`config.mk`:
```
export PLATFORM = sky130hd
export DESIGN_NAME = seg_scan_display
export DESIGN_NICKNAME = d
export VERILOG_FILES = /design/src/rtl/seg_scan_display.sv
export SDC_FILE = /design/constraint.sdc
export NUM_CORES = 1
export LEC_CHECK = 0
export ABC_AREA = 1
export CAP_MARGIN = 40
export CORE_AREA = 5 5 80 82
export CTS_BUF_LIST = sky130_fd_sc_hd__clkbuf_8
export DETAILED_ROUTE_END_ITERATION = 8
export DIE_AREA = 0 0 85 87
export PLACE_DENSITY_LB_ADDON = 0.3
export SLEW_MARGIN = 20
export SYNTH_ARGS = -nofsm -noshare
export SYNTH_HDL_FRONTEND = slang
export SYNTH_SLANG_ARGS = --single-unit
```
`constraint.sdc`:
```
create_clock -name clock -period 4.7 [get_ports clock]
set_input_delay 1.175 -clock clock [delete_from_list [all_inputs] [get_ports clock]]
set_output_delay 1.175 -clock clock [all_outputs]
set_load 0.05 [all_outputs]
```
`src/rtl/seg_scan_display.sv`:
```
// Multiplexed seven-segment driver for a common-anode bank: shadow-registered content,
// prescaled digit scan with one forced all-off cycle at each digit switch.
module seg_scan_display #(
    parameter int DIGITS  = 2,
    parameter int CLK_DIV = 100000
) (
    input  logic                  clock,
    input  logic                  reset,
    input  logic                  load,
    input  logic [4*DIGITS-1:0]   value,
    input  logic [DIGITS-1:0]     blank,
    input  logic [DIGITS-1:0]     dp,
    output logic [DIGITS-1:0]     anode,
    output logic [6:0]            cathode,
    output logic                  dp_n
);

    localparam int PRE_W = (CLK_DIV > 1) ? $clog2(CLK_DIV) : 1;
    localparam int IDX_W = (DIGITS > 1) ? $clog2(DIGITS) : 1;
    localparam logic [PRE_W-1:0] PRE_LAST = PRE_W'(CLK_DIV - 1);
    localparam logic [IDX_W-1:0] IDX_LAST = IDX_W'(DIGITS - 1);

    logic [PRE_W-1:0]    pre_q, pre_d;
    logic [IDX_W-1:0]    idx_q, idx_d;
    logic [4*DIGITS-1:0] val_q, val_d;
    logic [DIGITS-1:0]   blank_q, blank_d;
    logic [DIGITS-1:0]   dp_q, dp_d;
    logic [DIGITS-1:0]   anode_q, anode_d;
    logic [6:0]          cathode_q, cathode_d;
    logic                dp_n_q, dp_n_d;

    logic                tc;
    logic [3:0]          cur_nib;
    logic                cur_blank;
    logic                cur_dp;

    function automatic logic [6:0] hex_to_seg(input logic [3:0] nib);
        logic [6:0] seg;
        case (nib)
            4'h0: seg = 7'b0000001;
            4'h1: seg = 7'b1001111;
            4'h2: seg = 7'b0010010;
            4'h3: seg = 7'b0000110;
            4'h4: seg = 7'b1001100;
            4'h5: seg = 7'b0100100;
            4'h6: seg = 7'b0100000;
            4'h7: seg = 7'b0001111;
            4'h8: seg = 7'b0000000;
            4'h9: seg = 7'b0000100;
            4'hA: seg = 7'b0001000;
            4'hB: seg = 7'b1100000;
            4'hC: seg = 7'b0110001;
            4'hD: seg = 7'b1000010;
            4'hE: seg = 7'b0110000;
            default: seg = 7'b0111000;
        endcase
        return seg;
    endfunction

    always_comb begin
        tc    = (pre_q == PRE_LAST);
        pre_d = tc ? '0 : pre_q + PRE_W'(1);
        idx_d = idx_q;
        if (tc) begin
            idx_d = (idx_q == IDX_LAST) ? '0 : idx_q + IDX_W'(1);
        end

        val_d   = load ? value : val_q;
        blank_d = load ? blank : blank_q;
        dp_d    = load ? dp    : dp_q;
    end

    // Explicit compare-and-select keeps the mux in range for non-power-of-two DIGITS.
    always_comb begin
        cur_nib   = '0;
        cur_blank = 1'b0;
        cur_dp    = 1'b0;
        for (int i = 0; i < DIGITS; i++) begin
            if (idx_q == IDX_W'(i)) begin
                cur_nib   = val_q[4*i +: 4];
                cur_blank = blank_q[i];
                cur_dp    = dp_q[i];
            end
        end
    end

    always_comb begin
        anode_d   = '1;
        cathode_d = 7'b1111111;
        dp_n_d    = 1'b1;
        if (!(tc || cur_blank)) begin
            for (int i = 0; i < DIGITS; i++) begin
                anode_d[i] = (idx_q != IDX_W'(i));
            end
            cathode_d = hex_to_seg(cur_nib);
            dp_n_d    = ~cur_dp;
        end
    end

    always_ff @(posedge clock) begin
        if (reset) begin
            pre_q     <= '0;
            idx_q     <= '0;
            val_q     <= '0;
            blank_q   <= '0;
            dp_q      <= '0;
            anode_q   <= '1;
            cathode_q <= 7'b1111111;
            dp_n_q    <= 1'b1;
        end else begin
            pre_q     <= pre_d;
            idx_q     <= idx_d;
            val_q     <= val_d;
            blank_q   <= blank_d;
            dp_q      <= dp_d;
            anode_q   <= anode_d;
            cathode_q <= cathode_d;
            dp_n_q    <= dp_n_d;
        end
    end

    assign anode   = anode_q;
    assign cathode = cathode_q;
    assign dp_n    = dp_n_q;

endmodule

```
==> results of run 1 <==
[registers in the layout, summed over array words and instances, names as in the netlist]
name	flops
cathode	7
val_q	8
anode	2
pre_q	17
dp_n	1
dp_q	2
blank_q	2
idx_q	1
[worst max path at each step]
stage / start / cells after the start / slack (ps) / end
final: dp_n / 1 / 2060 / dp_n
after CTS: dp_n / 1 / 2030 / dp_n
after global placement: reset / 5 / 2180 / anode[1]
after floorplan: load / 3 / 2900 / dp_q[1]
after global routing: dp_n / 1 / 2010 / dp_n
after detailed placement: reset / 5 / 2120 / anode[1]
[logic make-up (layout without fill, tap and decap cells)]
group                      Yosys count  in the layout  share of synthesized area [%]
adders and majority gates            7              7                           4.63
DFF                                 40             40                           42.4
AOI/OAI and AO/OA                   35             35                           9.46
xor gates and xnor gates             8              8                           3.71
and+or+nand+nor                    148            148                           32.9
buffers and inverters               30             58                           6.95
[layout make-up]
| type | instances | area (µm²) |
|---|---|---|
| Timing Repair Buffer | 24 | 240 |
| Clock buffer | 7 | 96.3 |
| Multi-Input combinational cell | 198 | 958 |
| Fill cell | 607 | 3360 |
| Inverter | 26 | 97.6 |
| Clock inverter | 1 | 30.0 |
| Tap cell | 75 | 93.8 |
| Sequential cell | 40 | 801 |
[metal layers]
layer,up-vias,track usage [%],routed length (µm)
met5,-,0,0
met4,0,3.02,52
met3,4,3.12,162
met2,30,16.9,1600
met1,685,13.8,1820
li1,886,-,-
[per-stage QoR]
stage	power, mW	instance area (µm²)	hold WS, ps	setup slack, ps
floorplan	0.438	1890	429	2900
global placement	0.471	2190	440	2180
detailed placement	0.472	2190	450	2120
CTS	0.776	2320	461	2030
global route	0.805	2320	486	2010
finish	0.766	2320	460	2060
[power breakdown]
group          switching, mW  internal (mW)
logic                 0.0635         0.0384
clock network          0.115          0.187
registers            0.00640          0.355
[cells in the final DEF (no fill, tap or decap), drive strengths merged, types with 5 or more instances in the layout]
cell type and n:
clkdlybuf4s50 24, o21ai 20, nand2 81, clkbuf 7, nand3 12, ha 7, inv 26, a21oi 15
nor2 51, dfxtp 40, xor2 5
==> results.txt, run 1 <==
----------------------------------------------------
[Routing]
  Total vias in the final route ... 1605
  DR pass1 iterations ... 4
  Number of DRC violations after detailed routing ... 0
  Final routed wirelength across all metal layers ... 3640 µm
  Antenna-violating nets left ... 0
  Count of routing violations after the opening detailed-route iteration ... between 60 and 70
  Vias per Instance ... 4.33
  Detail-routed net length per standard cell ... roughly 10 µm

[Worst hold path]
  Sink of the worst hold path ... val_q[1]
  Startpoint of the lowest-slack hold path ... val_q[1]
  Count of cells along the worst hold path ... 2
  Worst hold-check path type ... flip-flop to flip-flop

[STA]
  Unrepaired setup endpoints after global routing ... false
  Count of final max-slew check failures ... 0
  Worst slew pin tran ... just over 600 ps
  Final Setup Violations ... 0
  Post-route clock period utilization ... 56.1%
  Achievable clock frequency ... 379 MHz
  Number of failing hold endpoints at the final stage ... 0
  Setup Skew ... 5.63 ps
  Final setup TNS ... 0 ps
  Final min period ... about 2600 ps
  Slew margin rel. ... 58.4%

[CTS]
  TritonCTS clock tree ... built
  CTS Hold Bufs ... 0
  H-tree levels ... 2
  Number of sinks driven by the clock tree ... 40
  Resize count post-CTS ... 0
  Clock transition at the registers of the reported paths ... 70 ps
  Number of buffers created by CTS ... 5
  Postcts setup bufs ... 0
  Clk Tree Root Cell ... sky130_fd_sc_hd__clkbuf_8
  Clock insertion delay at the later pin of the skew report ... around 290 ps
  Maximum number of buffers from clock root to sink ... 2

[Yosys]
  Largest area contributor in the netlist ... sky130_fd_sc_hd__dfxtp_1
  Count of flip-flops with a built-in enable after synthesis ... 0
  Cell with the most instances after synthesis ... sky130_fd_sc_hd__nand2_1
  Gate Count Post-Synth ... 268
  Share of Yosys cell area claimed by the top area cell type ... 42.4%
  Async set or reset register ratio after synthesis ... 0%
  Area of the mapped netlist ... 0.00189 mm²
  Mapped Avg Cell Area ... approximately 7 µm²
  List of most frequent post-synthesis cells ... 77 x sky130_fd_sc_hd__nand2_1, 48 x sky130_fd_sc_hd__nor2_1, 40 x sky130_fd_sc_hd__dfxtp_1
  Dominant synthesized flop cell ... sky130_fd_sc_hd__dfxtp_1
  Synth warn ... 0
  Net count after synthesis ... 290
  Cell types occupying the most area after synthesis ... sky130_fd_sc_hd__dfxtp_1 42%, sky130_fd_sc_hd__nand2_1 15%, sky130_fd_sc_hd__nor2_1 9.5%
  Post-synth cell types ... 24
  Number of flip-flops and latches in the synthesized netlist ... 40
  Share of synthesized area occupied by flip-flops and latches ... about 42%

[Layout]
  Antenna cell count ... 0
  Final cell utilization of the core ... 40.8%
  Non-filler instance count after layout ... 371
  Fraction of layout instances using a drive strength above 1 ... just under 7%
  Area Overhead vs Synth ... 22.6%
  Total Nets Final ... 317

[Place]
  Detail Placement HPWL ... 2750 µm
  Gpl congestion ... 0.847
  DP Cell Count ... 363
  Port bufs ... 24

[Outcome]
  Status ... completed

[Floorplanning]
  Boundary Pins ... 25
  Core Rows ... 28
  Die Footprint ... 0.00740 mm²
  Vertical die dimension ... 87 µm
  Die X-Extent ... roughly 85 µm
  Initial standard-cell utilization of the core ... 33.3%
  Core region area ... 0.00568 mm²

[Worst setup path]
  Worst path required time ... roughly 3500 ps
  R2r setup slk ... about 2800 ps
  Bufs and invs on worst path ... 1
  R2R cell count ... 9
  Critical Path, Cell by Cell ... clkdlybuf4s50_1
  Maximum fanout along the worst path ... 1
  Launch point of the worst reg-to-reg path ... idx_q
  Crit path kind ... flip-flop to output port
  Signal arrival time at the worst endpoint ... 1460 ps
  Kind of end point of the critical path ... output port
  End of the worst register-to-register path ... cathode[3]
  CP top delay family ... buffers and inverters
  Startpoint kind of the worst setup timing path ... flip-flop
  Critical Path Max Stage Delay ... 820 ps
  Slowest-stage cell, CP ... sky130_fd_sc_hd__clkdlybuf4s50_1

[Power]
  VDD IR max ... 0.125 mV
  Power density over the cells ... 330 mW/mm²
  Pleak ... 0.915 nW

[Global route]
  Maximum number of pins on one net before global-route repair ... 19
  Initial antenna violation count ... 0
  First-pass GRT wire length ... 6490 µm
  Overall fraction of global-route tracks in use ... 10.5%
  Residual overflow from global routing ... 0
  Vias in the first global route ... 1492

[Job]
  Max_cap viols ... 0

----------------------------------------------------
Power figures use the tool's default switching activity.
==> run 2: changes to the inputs <==
- clock period: 4.7 -> 2.5 ns (I/O delays scaled with it)
==> run 2 against run 1 <==
Against the previous run: first-iteration DRC count up 47%; cell count up 0.27%; count of clock-buffer cells in the layout unchanged; design area up 0.32%; worst setup slack worse by 1600 ps; clock skew up 4.8 ps; total power up 88%; critical path type unchanged; die area unchanged; critical endpoint unchanged; highest routed layer unchanged; sequential share of layout area down 0.11 points.
==> results.txt, run 2 (synthesis gave the netlist of run 1 again) <==
----------------------------------------------------
[CTS]
  Number of buffers created by CTS ... 5 (unchanged)
  TritonCTS clock tree ... built
  Clock insertion delay at the later pin of the skew report ... 290 ps (about the same)
  CTS Hold Bufs ... 0 (unchanged)
  Clk Tree Root Cell ... sky130_fd_sc_hd__clkbuf_8
  Clock transition at the registers of the reported paths ... 80 ps (about the same)
  Number of sinks driven by the clock tree ... 40 (unchanged)
  H-tree levels ... 2 (unchanged)
  Resize count post-CTS ... 0 (unchanged)
  Postcts setup bufs ... 0 (unchanged)
  Maximum number of buffers from clock root to sink ... 2 (unchanged)

[Global route]
  Maximum number of pins on one net before global-route repair ... 19 (unchanged)
  Initial antenna violation count ... 0 (unchanged)
  Residual overflow from global routing ... 0 (unchanged)
  First-pass GRT wire length ... 6820 µm (+5.0%)
  Overall fraction of global-route tracks in use ... 11.2% (+0.67 points)
  Vias in the first global route ... 1588 (+6.4%)

[Layout]
  Area Overhead vs Synth ... 23.0%
  Most common library cell in the layout ignoring fill and taps ... sky130_fd_sc_hd__nand2_1
  Final cell utilization of the core ... 41.0% (+0.13 points)
  Fraction of layout instances using a drive strength above 1 ... 7.07% (+0.31 points)
  Most flop-heavy register ... pre_q
  Flip-flop count of the largest register, all copies and words added ... 17 (unchanged)
  Design area ... 0.00232 mm² (+0.32%)
  Antenna cell count ... 0 (unchanged)
  Total Nets Final ... 318 (+0.32%)
  Commonest cells after routing, fill and taps aside ... 77 x sky130_fd_sc_hd__nand2_1, 48 x sky130_fd_sc_hd__nor2_1, 40 x sky130_fd_sc_hd__dfxtp_1, 24 x sky130_fd_sc_hd__inv_1, 24 x sky130_fd_sc_hd__clkdlybuf4s50_1

[Place]
  Worst setup slack after placement ... 620 ps (-1500 ps)
  Detail Placement HPWL ... 2870 µm (+4.2%)
  Port bufs ... 24 (unchanged)
  Post-place instance area ... 0.00220 mm² (+0.34%)
  Gpl congestion ... 0.822 (-3.0%)

[Outcome]
  Status ... completed

[Routing]
  Total vias in the final route ... 1648 (+2.7%)
  Detail-routed net length per standard cell ... 10.2 µm (+4.1%)
  Final routed wirelength across all metal layers ... 3800 µm (+4.4%)
  DR pass1 iterations ... 4 (unchanged)
  Vias per Instance ... 4.43 (+2.4%)
  Antenna-violating nets left ... 0 (unchanged)
  Count of routing violations after the opening detailed-route iteration ... 91 (+47%)
  Number of DRC violations after detailed routing ... 0 (unchanged)

[Worst setup path]
  Crit path kind ... flip-flop to output port
  Bufs and invs on worst path ... 1 (unchanged)
  Kind of end point of the critical path ... output port
  CP top delay family ... buffers and inverters
  Startpoint kind of the worst setup timing path ... flip-flop
  Critical Path, Cell by Cell ... clkdlybuf4s50_1
  Maximum fanout along the worst path ... 1 (unchanged)
  Worst path required time ... 1880 ps (-1640 ps)
  Signal arrival time at the worst endpoint ... 1450 ps (about the same)
  Critical Path Max Stage Delay ... 810 ps (about the same)
  Slowest-stage cell, CP ... sky130_fd_sc_hd__clkdlybuf4s50_1

[Floorplanning]
  Boundary Pins ... 25 (unchanged)
  Vertical die dimension ... 87 µm (unchanged)
  Core Rows ... 28 (unchanged)
  Die X-Extent ... 85 µm (unchanged)
  Initial standard-cell utilization of the core ... 33.3% (unchanged)
  Die Footprint ... 0.00740 mm² (unchanged)
  Core region area ... 0.00568 mm² (unchanged)

[STA]
  Final setup TNS ... 0 ps (unchanged)
  Worst-case hold slack ... 461 ps (+0.625 ps)
  Unrepaired setup endpoints after global routing ... false
  Count of final max-slew check failures ... 0 (unchanged)
  Worst slew pin tran ... 660 ps (+42.1 ps)
  Number of failing hold endpoints at the final stage ... 0 (unchanged)
  Final Setup Violations ... 0 (unchanged)
  Slew margin rel. ... 55.5% (-2.8 points)
  Final min period ... 2070 ps
  Final Worst Setup Slack ... 430 ps (-1630 ps)
  Achievable clock frequency ... roughly 480 MHz
  Post-route clock period utilization ... 82.8%
  Setup Skew ... 10.4 ps (+4.80 ps)

[Power]
  Pleak ... 0.920 nW (+0.52%)
  VDD IR max ... 0.249 mV (+100%)
  Power density over the cells ... 620 mW/mm² (+88%)

[Job]
  Max_cap viols ... 0 (unchanged)

[Worst hold path]
  Worst hold-check path type ... flip-flop to flip-flop

----------------------------------------------------
==> run 2: cell count changes in the layout (fill, tap and decap cells not counted), sizes merged <==
cell | before | now
buf | 0 | 1
==> run 2: metrics by stage <==
stage | std cells | total power [mW]
global placement | 364 | 0.888
detailed placement | 364 | 0.889
CTS | 372 | 1.46
floorplan | 268 | 0.823
global route | 372 | 1.52
finish | 372 | 1.44
==> run 2: report_power, final <==
| group | internal, mW | total (mW) | switching, mW |
|---|---|---|---|
| clock | 0.352 | 0.568 | 0.216 |
| combinational | 0.0735 | 0.194 | 0.120 |
| sequential | 0.667 | 0.679 | 0.0115 |
==> run 2: layer usage <==
metal  part of all wire (%)  vias to the layer above  GRT usage (%)
met2                     45                       33           18.1
met4                    1.2                        0           4.32
met3                    5.3                        4           2.84
met5                      0                        -              0
li1                       -                      886              -
met1                     48                      725           14.4
==> run 2: worst reg2reg max path: stages, from the launching register on <==
cell	delay [ps]
sky130_fd_sc_hd__dfxtp_1	620
sky130_fd_sc_hd__inv_2	190
sky130_fd_sc_hd__o21ai_0	370
sky130_fd_sc_hd__ha_1	300
sky130_fd_sc_hd__nand2_1	100
sky130_fd_sc_hd__o21ai_0	80
sky130_fd_sc_hd__nand2_1	70
sky130_fd_sc_hd__nand2_1	50
sky130_fd_sc_hd__inv_1	30
sky130_fd_sc_hd__nand2_1	50
==> run 2: final cells by class <==
| class | count | area (µm²) |
|---|---|---|
| fillers | 610 | 3350 |
| flip-flops and latches | 40 | 801 |
| multi-input cells | 198 | 958 |
| clock buffers | 7 | 96.3 |
| repair buffers | 25 | 248 |
| inverters | 26 | 97.6 |
| clock inverters | 1 | 30.0 |
| well taps | 75 | 93.8 |
==> run 2: path summary, 6_finish.rpt <==
path	slack [ps]	endpoint	start	cells past startpoint
min	460	val_q[1]	val_q[1]	2
min reg2reg	460	val_q[1]	val_q[1]	2
max reg2reg	600	cathode[3]	idx_q	9
max	430	dp_n	dp_n	1
==> run 3: changes to the inputs <==
- clock period: 2.5 -> 2.1 ns (I/O delays scaled with it)
==> run 3 against run 2 <==
Against the previous run: sequential share of layout area up 0.074 points; non-clock buffer count is the same; clock skew down 2.3 ps; wire length shrank 1.0%; sequential power up 19%; total power increased by 18%; die area unchanged; critical endpoint is now anode[1].
==> results.txt, run 3 (synthesis gave the netlist of run 1 again) <==
----------------------------------------------------
[Worst setup path]
  Critical Path, Cell by Cell ... clkdlybuf4s50_1
  Slowest-stage cell, CP ... sky130_fd_sc_hd__clkdlybuf4s50_1
  Crit path kind ... flip-flop to output port
  CP top delay family ... buffers and inverters
  Signal arrival time at the worst endpoint ... 1430 ps (-20 ps)
  Worst path required time ... 1570 ps (-310 ps)
  Kind of end point of the critical path ... output port
  Critical Path Max Stage Delay ... 800 ps (about the same)
  Maximum fanout along the worst path ... 1 (unchanged)
  Bufs and invs on worst path ... 1 (unchanged)
  Startpoint kind of the worst setup timing path ... flip-flop

[STA]
  Final setup TNS ... 0 ps (unchanged)
  Achievable clock frequency ... ~510 MHz
  Post-route clock period utilization ... 93.1%
  Worst slew pin tran ... 620 ps (-40.0 ps)
  Number of failing hold endpoints at the final stage ... 0 (unchanged)
  Unrepaired setup endpoints after global routing ... false
  Final Setup Violations ... 0 (unchanged)
  Final min period ... 1960 ps
  Slew margin rel. ... 58.2% (+2.7 points)
  Count of final max-slew check failures ... 0 (unchanged)
  Setup Skew ... 8.17 ps (-2.26 ps)

[Routing]
  Count of routing violations after the opening detailed-route iteration ... 51 (-44%)
  Detail-routed net length per standard cell ... 10.1 µm (-1.0%)
  Number of DRC violations after detailed routing ... 0 (unchanged)
  Antenna-violating nets left ... 0 (unchanged)
  Vias per Instance ... 4.52 (+2.0%)
  DR pass1 iterations ... 4 (unchanged)
  Total vias in the final route ... 1681 (+2.0%)
  Final routed wirelength across all metal layers ... 3760 µm (-1.0%)

[Floorplanning]
  Core region area ... 0.00568 mm² (unchanged)
  Core Rows ... 28 (unchanged)
  Die Footprint ... 0.00740 mm² (unchanged)
  Boundary Pins ... 25 (unchanged)
  Die X-Extent ... 85 µm (unchanged)
  Vertical die dimension ... 87 µm (unchanged)
  Initial standard-cell utilization of the core ... 33.3% (unchanged)

[CTS]
  H-tree levels ... 2 (unchanged)
  Clock insertion delay at the later pin of the skew report ... 290 ps (about the same)
  Resize count post-CTS ... 0 (unchanged)
  Number of sinks driven by the clock tree ... 40 (unchanged)
  CTS Hold Bufs ... 0 (unchanged)
  Clock transition at the registers of the reported paths ... 80 ps (about the same)
  Maximum number of buffers from clock root to sink ... 2 (unchanged)
  Number of buffers created by CTS ... 5 (unchanged)
  TritonCTS clock tree ... built
  Postcts setup bufs ... 0 (unchanged)
  Clk Tree Root Cell ... sky130_fd_sc_hd__clkbuf_8

[Power]
  Switching Fraction ... 25.3% (+1.2 points)
  VDD IR max ... 0.390 mV (+57%)
  Power density over the cells ... 734 mW/mm² (+18%)
  Part of the power in combinational logic ... 13.5% (about the same)
  Tot Pwr ... 1.70 mW (+18%)
  Power Internal ... 1.27 mW (+16%)
  Pleak ... 0.917 nW (-0.33%)
  Reported net switching power ... 431 µW (+24%)
  Part of the total power dissipated in the clock network ... 38.9% (-0.5 points)
  Share of power burned in registers ... 47.5% (+0.4 points)

[Layout]
  Flip-flop count of the largest register, all copies and words added ... 17 (unchanged)
  Most flop-heavy register ... pre_q
  Most common library cell in the layout ignoring fill and taps ... sky130_fd_sc_hd__nand2_1
  Area Overhead vs Synth ... 22.7%
  Commonest cells after routing, fill and taps aside ... 77 x sky130_fd_sc_hd__nand2_1, 48 x sky130_fd_sc_hd__nor2_1, 40 x sky130_fd_sc_hd__dfxtp_1, 24 x sky130_fd_sc_hd__inv_1, 24 x sky130_fd_sc_hd__clkdlybuf4s50_1
  Antenna cell count ... 0 (unchanged)
  Total Nets Final ... 318 (unchanged)
  Fraction of layout instances using a drive strength above 1 ... 7.07% (unchanged)

[Global route]
  Met2 Usage GRT ... 17.7% (-0.49 points)
  Grt met1 use ... 13.0% (-1.3 points)
  Grt peak-use layer ... met2
  Vias in the first global route ... 1543 (-2.8%)
  First-pass GRT wire length ... 6470 µm (-5.2%)
  Residual overflow from global routing ... 0 (unchanged)
  Initial antenna violation count ... 0 (unchanged)
  Maximum number of pins on one net before global-route repair ... 19 (unchanged)
  Global-route met3 utilization ... 2.55% (-0.28 points)
  Overall fraction of global-route tracks in use ... 10.7% (-0.56 points)

[Place]
  Detail Placement HPWL ... 2780 µm (-2.9%)
  Port bufs ... 24 (unchanged)
  Gpl congestion ... 0.781 (-5.0%)

[Outcome]
  Status ... completed

[Worst hold path]
  Worst hold-check path type ... flip-flop to flip-flop

[Job]
  Max_cap viols ... 0 (unchanged)

----------------------------------------------------
run 3: area by class of cell:
type                       count  area, µm²
fill                         616       3360
multi-input combinational    198        958
sequential                    40        801
timing repair buffer          25        248
inverter                      26       97.6
tap                           75       93.8
clock buffer                   6       82.6
clock inverter                 2       38.8
run 3: per-stage QoR:
| step | hold slack, ps | setup slack, ps | cells | cell area (µm²) | utilization (%) |
|---|---|---|---|---|---|
| after global routing | 490 | 106 | 372 | 2320 | 40.9 |
| after CTS | 459 | 132 | 372 | 2320 | 40.9 |
| after global placement | 445 | 304 | 364 | 2200 | 38.7 |
| after floorplan | 429 | 554 | 268 | 1890 | - |
| final | 456 | 144 | 372 | 2320 | 40.9 |
| after detailed placement | 447 | 322 | 364 | 2200 | 38.7 |
run 3: power by group through the flow:
stage | Sequential [mW] | Clock [mW] | Combinational (mW)
2_1_floorplan | 0.880 | 0 | 0.100
3_3_place_gp | 0.826 | 0 | 0.231
3_5_place_dp | 0.827 | 0 | 0.232
4_1_cts | 0.809 | 0.686 | 0.232
5_1_grt | 0.813 | 0.716 | 0.257
6_report | 0.809 | 0.663 | 0.230
run 3: worst min-delay path: cells and delay by family, from the launching register on:
kind            cells  cell delay (ps)
flops               1              300
compound gates      1               60
buf+inv             1               60
run 3: path summary, 6_finish.rpt:
check            from  cells past startpoint  slack, ps         end
max          anode[1]                      1        140    anode[1]
min           dp_q[1]                      2        460     dp_q[1]
max reg2reg     idx_q                      7        340  cathode[3]
min reg2reg   dp_q[1]                      2        460     dp_q[1]
run 3: per-layer routing:
metal	share of wire [%]	up-vias	wire length, µm
met1	50	748	1870
met5	0	-	0
met4	1.8	0	66
met3	5.3	7	198
met2	43	39	1620
li1	-	887	-
==> patch, RTL diff (settings of run 2) <==
Change the parameter `CLK_DIV` from 100000 to 50000.
--- a/src/rtl/seg_scan_display.sv
+++ b/src/rtl/seg_scan_display.sv
@@ -4,3 +4,3 @@
     parameter int DIGITS  = 2,
-    parameter int CLK_DIV = 100000
+    parameter int CLK_DIV = 50000
 ) (
Function: same outputs for any inputs over 10 cycles, from zero or initial values and one cycle with reset high; that may be too few to reach the edited logic, so the function may still have changed.
==> patch against run 2 <==
Power is 11% lower; hold slack improved by 0.0033 ns; largest power group unchanged; utilization down 0.99 points; fmax rose by 0.12%; via count decreased by 2.7%; worst setup slack better by 0.0024 ns; final area is 2.4% lower; synthesized area decreased by 1.1%; global-route usage fell by 0.52 points; sequential cell count is 1 lower; wire length fell by 5.7%.
==> patch: results (changes against run 2) <==
[setup_path]
critPathMaxFanout=1  ; unchanged
r2r_end=cathode[3]  ; unchanged
critical-path-top-delay-family=buffers and inverters  ; unchanged
cp_slowest_cell=clkdlybuf4s50_1  ; unchanged
r2r_cells=11  ; was 9
r2r_setup_slack_ns=0.69  ; was 0.60 ns

[global_route]
grt_pass1_vias=1490  ; was 1588
antenna_found_initial=0  ; unchanged
grt_pass1_wl_um=6370  ; was 6820 µm
grt_use_total_pct=10.7  ; was 11.2%
grt_max_degree=18  ; was 19

[clock_tree]
cts.path.max_buffers=2  ; unchanged
numCtsBuffers=5  ; unchanged
clk_pin_slew_worst_paths_ns=0.08  ; about the same

[cells_and_area]
final_net_count=318  ; unchanged
n_fill_cell=612  ; was 610
largest_reg_flops=16  ; was 17
top_register=pre_q  ; unchanged
drive_gt1_share_pct=8.08  ; was 7.07%

[placement]
postPlaceCellArea_um2=2180  ; was 2200 µm²
hpwlAfterDp_um=2710  ; was 2870 µm
port-buffer-count=24  ; unchanged
gp_congestion=0.780  ; was 0.822
placed_cells=364  ; unchanged

[timing]
max-slew-margin-rel_pct=66.9  ; was 55.5%
fin_skew_ns=0.00491  ; was 0.0104 ns

[routing]
drt_iter0_drc=75  ; was 91
vias=1603  ; was 1648
top_layer_used=met4  ; unchanged
m1WireLength_um=1850  ; was 1830 µm
route.met2.wl_um=1470  ; was 1730 µm
post_drt_wl_per_cell_um=9.63  ; was 10.2 µm
viasPerCell=4.31  ; was 4.43
routed-wl-met3_um=179  ; was 200 µm

[synthesis]
synthTopCellsByArea=dfxtp_1 (42%), nand2_1 (17%), nor2_1 (8.2%)  ; was dfxtp_1 (42%), nand2_1 (15%), nor2_1 (9.5%)
ys_types=22  ; was 24
ys_seq_area_share_pct=41.8  ; was 42.4%
netlist_top_cells_count=nand2_1 (83), nor2_1 (41), dfxtp_1 (39)  ; was nand2_1 (77), nor2_1 (48), dfxtp_1 (40)
syn_avg_cell_area_um2=6.97  ; was 7.05 µm²

[run_status]
status=completed  ; unchanged

[power]
leakagePower_nw=0.908  ; was 0.920 nW
max-vdd-ir-drop_mv=0.257  ; was 0.249 mV

-- patch: changes by cell type in the layout (fill, tap and decap cells not counted), sizes merged, moves of 2 or more --
cell and change:
clkinvlp +2, nand3 +3, nand4 +2, clkbuf -2, o21ai -5, nand2 +7, nor2 -5
-- patch: final cells by class --
cell class                 count  area share (%)
clock inverter                 3           0.883
multi-input combinational    198            42.1
timing repair buffer          25            10.9
inverter                      27            4.47
sequential                    39            34.4
clock buffer                   5            3.03
tap                           75            4.14
-- patch: worst max path at each step --
| stage | to | slack (ns) | cells past startpoint |
|---|---|---|---|
| 4_1_cts | dp_n | 0.42 | 1 |
| 3_3_place_gp | anode[0] | 0.48 | 5 |
| 3_5_place_dp | val_q[6] | 0.50 | 4 |
| 5_1_grt | dp_n | 0.39 | 1 |
| 2_1_floorplan | cathode[3] | 1.07 | 11 |
| 6_report | dp_n | 0.43 | 1 |
-- patch: logic make-up after synthesis --
group | share of synthesized area [%]
simple gates | 35.5
flops | 41.8
buf+inv | 7.09
compound gates | 8.17
fa+ha+maj | 4.69
xor+xnor | 2.81
-- patch: metal layers --
metal | vias up | track usage (%)
met4 | 0 | 5.32
met2 | 29 | 16.5
met1 | 676 | 13.4
met3 | 5 | 3.50
met5 | - | 0
li1 | 893 | -
-- patch: worst reg2reg max path, cell delays in order, from the launching register on --
cell     delay [ns]
dfxtp_1        0.61
inv_1          0.20
nand2_1        0.09
nand2_1        0.12
inv_1          0.14
ha_1           0.18
nand3_1        0.13
nand2_1        0.10
nand2_1        0.05
nand2_1        0.06
inv_1          0.03
nand2_1        0.05
-- patch: where the power goes --
group          switching, mW  internal (mW)  leakage (nW)  total (mW)
Sequential            0.0124          0.651         0.321       0.664
Clock                  0.231          0.194        0.0402       0.425
Combinational          0.123         0.0759         0.547       0.199
-- patch: metrics by stage --
step	setup WS, ns	hold WS (ns)	util [%]	power (mW)
6_report	0.432	0.464	40.0	1.29
4_1_cts	0.424	0.467	40.0	1.31
3_5_place_dp	0.502	0.455	38.4	0.879
2_1_floorplan	1.07	0.430	-	0.811
3_3_place_gp	0.485	0.446	38.4	0.880
5_1_grt	0.387	0.498	40.0	1.36
